[src/rtl/seg_scan_driver.sv]
// seg_scan_driver: time-multiplexed 4-digit seven-segment display driver.
// Holds each digit for REFRESH_DIV clocks, scanning digit0..digit3. New data
// goes to a shadow register and becomes active only at a frame boundary, so a
// displayed frame never mixes old and new data.
//
// Load semantics: load is a single-cycle strobe with no back-pressure. Every
// cycle with load=1 captures {din, blank_in, dp_in}; pending reports that the
// shadow holds data not yet shown. A load landing on the frame-boundary cycle
// bypasses the shadow and is shown immediately.
module seg_scan_driver #(
  parameter int REFRESH_DIV = 50000,
  parameter int CNT_W       = 16
) (
  input  logic        clk,
  input  logic        rst,
  input  logic        load,
  input  logic [15:0] din,
  input  logic [3:0]  blank_in,
  input  logic [3:0]  dp_in,
  output logic [6:0]  du,
  output logic        dp,
  output logic [3:0]  bank,
  output logic        pending
);

  localparam logic [CNT_W-1:0] CNT_LAST = CNT_W'(REFRESH_DIV - 1);

  // Hex nibble to active-low segments a..g on bits 6..0.
  function automatic logic [6:0] seg7(input logic [3:0] h);
    logic [6:0] s;
    case (h)
      4'h0:    s = 7'b0000001;
      4'h1:    s = 7'b1001111;
      4'h2:    s = 7'b0010010;
      4'h3:    s = 7'b0000110;
      4'h4:    s = 7'b1001100;
      4'h5:    s = 7'b0100100;
      4'h6:    s = 7'b0100000;
      4'h7:    s = 7'b0001101;
      4'h8:    s = 7'b0000000;
      4'h9:    s = 7'b0000100;
      4'ha:    s = 7'b0001000;
      4'hb:    s = 7'b1100000;
      4'hc:    s = 7'b0110001;
      4'hd:    s = 7'b1000010;
      4'he:    s = 7'b0110000;
      default: s = 7'b0111000;
    endcase
    return s;
  endfunction

  logic [CNT_W-1:0] cnt, cnt_nx;
  logic [1:0]       idx, idx_nx;
  logic [15:0]      act_d, act_d_nx, sh_d, sh_d_nx;
  logic [3:0]       act_b, act_b_nx, sh_b, sh_b_nx;
  logic [3:0]       act_p, act_p_nx, sh_p, sh_p_nx;
  logic             pend_r, pend_nx;
  logic             tick, frame;
  logic [3:0]       nib_nx;
  logic [6:0]       du_nx;
  logic             dp_nx;
  logic [3:0]       bank_nx;

  // Next-state scan position, shadow/active transfer and output decode.
  always_comb begin
    tick     = (cnt == CNT_LAST);
    frame    = tick && (idx == 2'd3);
    cnt_nx   = tick ? '0 : cnt + 1'b1;
    idx_nx   = tick ? idx + 2'd1 : idx;

    act_d_nx = act_d;
    act_b_nx = act_b;
    act_p_nx = act_p;
    sh_d_nx  = sh_d;
    sh_b_nx  = sh_b;
    sh_p_nx  = sh_p;
    pend_nx  = pend_r;

    if (load) begin
      sh_d_nx = din;
      sh_b_nx = blank_in;
      sh_p_nx = dp_in;
      if (frame) begin
        // Bypass: new data goes straight to the display, older shadow dropped.
        act_d_nx = din;
        act_b_nx = blank_in;
        act_p_nx = dp_in;
        pend_nx  = 1'b0;
      end else begin
        pend_nx  = 1'b1;
      end
    end else if (frame && pend_r) begin
      act_d_nx = sh_d;
      act_b_nx = sh_b;
      act_p_nx = sh_p;
      pend_nx  = 1'b0;
    end

    // Outputs decode from next-state values so bank and du move together.
    nib_nx  = act_d_nx[{idx_nx, 2'b00} +: 4];
    bank_nx = 4'b0001 << idx_nx;
    du_nx   = act_b_nx[idx_nx] ? 7'b1111111 : seg7(nib_nx);
    dp_nx   = ~act_p_nx[idx_nx];
  end

  // State and registered display outputs; reset blanks the display at digit0.
  always_ff @(posedge clk) begin
    if (rst) begin
      cnt    <= '0;
      idx    <= 2'd0;
      act_d  <= 16'h0000;
      act_b  <= 4'b1111;
      act_p  <= 4'b0000;
      sh_d   <= 16'h0000;
      sh_b   <= 4'b0000;
      sh_p   <= 4'b0000;
      pend_r <= 1'b0;
      bank   <= 4'b0001;
      du     <= 7'b1111111;
      dp     <= 1'b1;
    end else begin
      cnt    <= cnt_nx;
      idx    <= idx_nx;
      act_d  <= act_d_nx;
      act_b  <= act_b_nx;
      act_p  <= act_p_nx;
      sh_d   <= sh_d_nx;
      sh_b   <= sh_b_nx;
      sh_p   <= sh_p_nx;
      pend_r <= pend_nx;
      bank   <= bank_nx;
      du     <= du_nx;
      dp     <= dp_nx;
    end
  end

  assign pending = pend_r;

endmodule

[config.mk]
export PLATFORM = sky130hd
export DESIGN_NAME = seg_scan_driver
export DESIGN_NICKNAME = d
export VERILOG_FILES = /design/src/rtl/seg_scan_driver.sv
export SDC_FILE = /design/constraint.sdc
export NUM_CORES = 1
export LEC_CHECK = 0
export ABC_AREA = 1
export BUFFER_PORTS_ARGS = -buffer_cell sky130_fd_sc_hd__buf_4
export CORE_MARGIN = 5
export CORE_UTILIZATION = 30
export DETAILED_ROUTE_END_ITERATION = 10
export GPL_TIMING_DRIVEN = 0
export PLACE_DENSITY_LB_ADDON = 0.05
export SLEW_MARGIN = 20
export SYNTH_ARGS = -nofsm -noshare
export SYNTH_HDL_FRONTEND = slang
export SYNTH_SLANG_ARGS = --single-unit
[constraint.sdc]
create_clock -name clk -period 3.5 [get_ports clk]
set_clock_uncertainty 0.1 [all_clocks]
set_input_delay 0.7 -clock clk [delete_from_list [all_inputs] [get_ports clk]]
set_output_delay 0.7 -clock clk [all_outputs]
set_load 0.01 [all_outputs]
# == Word-level counts from Yosys, hierarchy flattened ==
# Memory sizes are Yosys's and may differ from the RTL's. A register that Yosys moved wholly into a read port is not among the register bits.
# Cells that the tools add are included.
# totals
rom_bits,112
regBits,72
memories,1
# memory_table
memory,words,word_bits,read_ports,rd_clocked_by_memory_dff,wr,line,source
(name not given),16,7,1,1,0,31,case (h)
# classes
n_bitwise,1
n_mux,17
order_cmp,1
reduce_logical,5
eq_ne,2
n_addsub,2
shifts,2
# ops
cell,count
$mux W16,3
$mux W4,6
$add A16 B1 Y16 const B,1
$eq A16 B16 Y1 const B,1
$shiftx A16 B5 Y4,1
$mux W1,5
$bmux W1 S2,2
$reduce_or A2 Y1,2
$shl A1 B2 Y4 const A,1
$lt A2 B3 Y1 const B,1
$add A2 B1 Y2 const B,1
$eq A2 B2 Y1 const B,1
$logic_and A1 B1 Y1,2
$mux W2,1
$reduce_bool A2 Y1,1
$not A1 Y1,1

# == Logic depth before layout (Yosys ltp) ==
# depth
word_depth,8
depth_mapped,20
ltp_nobuf,19

# == Least setup slack after synthesis ==
# No wires, ideal clock.
# synth_timing
path_kind,reg-to-reg
startpoint,register idx[0]
endpoint,register du[3]
arrival_ns,2.210
stages_incl_launch_ff,17
slack_ns,1.073
setup_ns,0.117
required_ns,3.283
period_less_slack_ns,2.427
cell_sequence,dfxtp_1 ha_1 buf_2 inv_1 nor2_4 buf_6 nand2_1 nand3_2 nand3_1 nand3_1 nand2_2 ha_1 inv_1 nand3_1 nand2_1 nand2_1 nand3_2
# synth_between
elab_chain_len,8
elab_cells_between_ends,15
# synth_lines
element,line,source
"start, declared",53,"logic [1:0] idx, idx_nx;"
"start signal, assigned",123,idx <= idx_nx;
branches (longest 8 deep; another with $mux W16),-,
"end, declared",20,"output logic [6:0] du,"
# Parallel ways; which one is timed is not known. The select of a mux whose other input is x is not followed.
# A chain may end at the register's enable or synchronous reset.

# == Final worst setup path ==
# layout_timing
startpoint,register idx[0]
endpoint,register du[5]
# The elaborated chain is that of the path after synthesis.

==> metrics.cfg <==
[place]
gp_congestion = 0.797
placed_cell_area_mm2 = 0.00486
hpwl_um = 9360
io_buffers = 38

[worst_setup_path]
r2r_slack_ns = 0.54
crit_arrival_ns = 3.09
start_kind = flip-flop
critPathKind = flip-flop to flip-flop
critPathCaptureType = flip-flop
path_delay_family = simple AND/OR/NAND/NOR gates
worstPathRequired_ns = 3.63
worstPathCellList = ha_1 -> buf_2 -> inv_1 -> nor2_4 -> buf_6 -> nand2_1 -> nand3_2 -> nand3_1 -> nand3_1 -> nand2_2 -> ha_1 -> inv_1 -> nor2_1 -> a21oi_1 -> nand2_1
worst_path_max_delay_cell = dfxtp_1
cp_max_fo = 10
path_buf_inv = 4
critPathMaxStageDelay_ns = 0.40

[timing]
rsz0062_at_grt = false
worst_pin_slew_ns = 0.656
whs_ns = 0.350
finalMaxSlewViolations = 0
max_freq_mhz = 338
finalCriticalPeriod_ns = 2.96
relSlewSlack = 0.562
report.final.hold_viol_count = 0
tns_ns = 0
period_share = 0.845
setup_viol_count_final = 0

[logic_synthesis]
yosysUniqueCellTypes = 42
syn_area_mm2 = 0.00434
synth_edf_count = 0
synth.yosys.seq_area_share = 0.364
syn_area_per_cell_um2 = 7.09
synth_warnings = 0
synthFlopType = dfxtp_1
ys_ff_latch = 79
async_reset_ff_frac = 0
synthCells = 612
synth_fp_nets = 646

[clock_tree]
cts_tree = done
postCtsHoldBufs = 0
cts-resized-gates = 0
root_buffer = clkbuf_16
path_clk_slew_ns = 0.06
h-tree-depth = 3
clk_latency_ns = 0.34
numCtsBuffers = 9
clk_path_buf_depth = 2
post-cts-setup-buffers = 0
numClockSinks = 79

[layout]
design_area_mm2 = 0.00518
utilization = 0.361
drive_gt1_frac = 0.208
diodes = 0
area_growth_syn_to_layout_pct = 19.4
finalNetCount = 695

[detailed_routing]
avgViaCountPerCell = 4.71
wirelength_um = 12900
wl_per_cell_um = 15.2
first_pass_iters = 5
drc = 0
ant_nets = 0
vias = 3998
drt-initial-drc-count = 213

[global_route]
groute.usage.overall = 0.159
grt_pass1_wl_um = 20700
grt_pass1_vias = 3994
antenna_found_initial = 0
grt_max_degree = 13
grt_overflow_total = 0

[run]
drv_cap = 0

[pwr]
ir_worst_vdd_uv = 221
power.density_mw_per_mm2 = 419
p_leak_nw = 2.28

[floorplan]
die_width_um = 130
core-area_mm2 = 0.0144
initial_core_util = 0.302
io_pins = 40
die-area_mm2 = 0.0170
fp.dieH_um = 130
std_cell_rows = 44

[worst_hold_path]
hold_path.class = flip-flop to flip-flop

[outcome]
outcome = finished, final reports clean

[cell usage in the layout, fill, tap and decap left out, types with 3 or more instances in the layout]
| cell | count |
|---|---|
| nand3_1 | 70 |
| clkbuf_16 | 9 |
| inv_2 | 12 |
| nor3_1 | 3 |
| nor2_1 | 82 |
| o21ai_1 | 6 |
| buf_4 | 39 |
| a21oi_1 | 26 |
| nand2_1 | 129 |
| nand2_2 | 13 |
| ha_1 | 7 |
| buf_2 | 7 |
| o211ai_2 | 3 |
| nand3_2 | 14 |
| o211ai_1 | 6 |
| dfxtp_1 | 79 |
| bufinv_16 | 3 |
| nand4_1 | 8 |
| nor2_2 | 3 |
| nand2_4 | 6 |
| xor2_1 | 6 |
| nor2_4 | 7 |
| o21ai_0 | 33 |
| clkbuf_1 | 15 |
| buf_6 | 5 |
| inv_1 | 49 |
[path summary, 6_finish.rpt]
path	depth (start not counted)	endpoint	start
worst max-delay path	15	du[5]$_SDFF_PP1_	idx[0]$_SDFF_PP0_
worst max register to register	15	du[5]$_SDFF_PP1_	idx[0]$_SDFF_PP0_
worst min-delay path	1	cnt[0]$_SDFF_PP0_	cnt[0]$_SDFF_PP0_
worst min register to register	1	cnt[0]$_SDFF_PP0_	cnt[0]$_SDFF_PP0_
[flip-flops by register name, indices dropped and copies added, names as in the netlist, 4 cells and up]
name   count
act_b      4
act_d     16
act_p      4
bank       4
cnt       16
du         7
sh_b       4
sh_d      16
sh_p       4
[layout make-up]
class                           count  area (um2)
Tap cell                          184         230
Buffer                             27         151
Clock buffer                       11         233
Multi-Input combinational cell    440        2350
Fill cell                        1588        9180
Timing Repair Buffer               38         285
Inverter                           66         259
Sequential cell                    79        1580
Clock inverter                      4        95.1
[where the power goes]
| part | internal [mW] | switching (mW) |
|---|---|---|
| Sequential | 0.930 | 0.0150 |
| Combinational | 0.0552 | 0.0952 |
| Clock | 0.693 | 0.385 |
| Total | 1.68 | 0.495 |
[metrics by stage]
| stage | total power [mW] | instances | worst slack [ns] |
|---|---|---|---|
| after floorplan | 1.05 | 612 | 1.07 |
| after global placement | 1.11 | 834 | 0.240 |
| after detailed placement | 1.12 | 834 | 0.285 |
| after CTS | 2.20 | 849 | 0.470 |
| after global routing | 2.25 | 849 | 0.287 |
| final | 2.17 | 849 | 0.542 |
[kinds of logic (layout without fill, tap and decap cells)]
logic type               after synthesis  in the layout  share of synthesized area
flip-flops                            79             79                      0.364
adder cells (fa/ha/maj)                7              7                     0.0202
buffers and inverters                 93            146                     0.0945
AND/OR/NAND/NOR                      345            345                      0.397
AO/OA/AOI/OAI                         82             82                      0.112
XOR/XNOR                               6              6                     0.0121
[cells in the mapped netlist (3+ instances only)]
cell type,count,area (um2)
nand2_4,6,67.6
dfxtp_1,79,1580
inv_2,12,45.0
o21ai_0,33,165
nor2_1,82,308
nor2_4,7,78.8
nor3_1,3,15.0
o21ai_1,6,30.0
ha_1,7,87.6
o211ai_2,3,37.5
o211ai_1,6,45.0
a21oi_1,26,130
nor2_2,3,18.8
inv_1,49,184
nand2_2,13,81.3
nand2_1,129,484
buf_6,5,56.3
clkbuf_1,13,48.8
buf_2,7,35.0
nand4_1,8,50.1
nand3_1,70,350
xor2_1,6,52.6
nand3_2,14,140
[per-layer routing]
metal / GRT usage / vias to the layer above / wire [um]
met5: 0 / - / 0
met4: 0.0599 / 0 / 242
met3: 0.0266 / 15 / 422
met2: 0.270 / 63 / 6180
met1: 0.202 / 1852 / 6030
li1: - / 2068 / -
(Power assumes the default switching activity.)
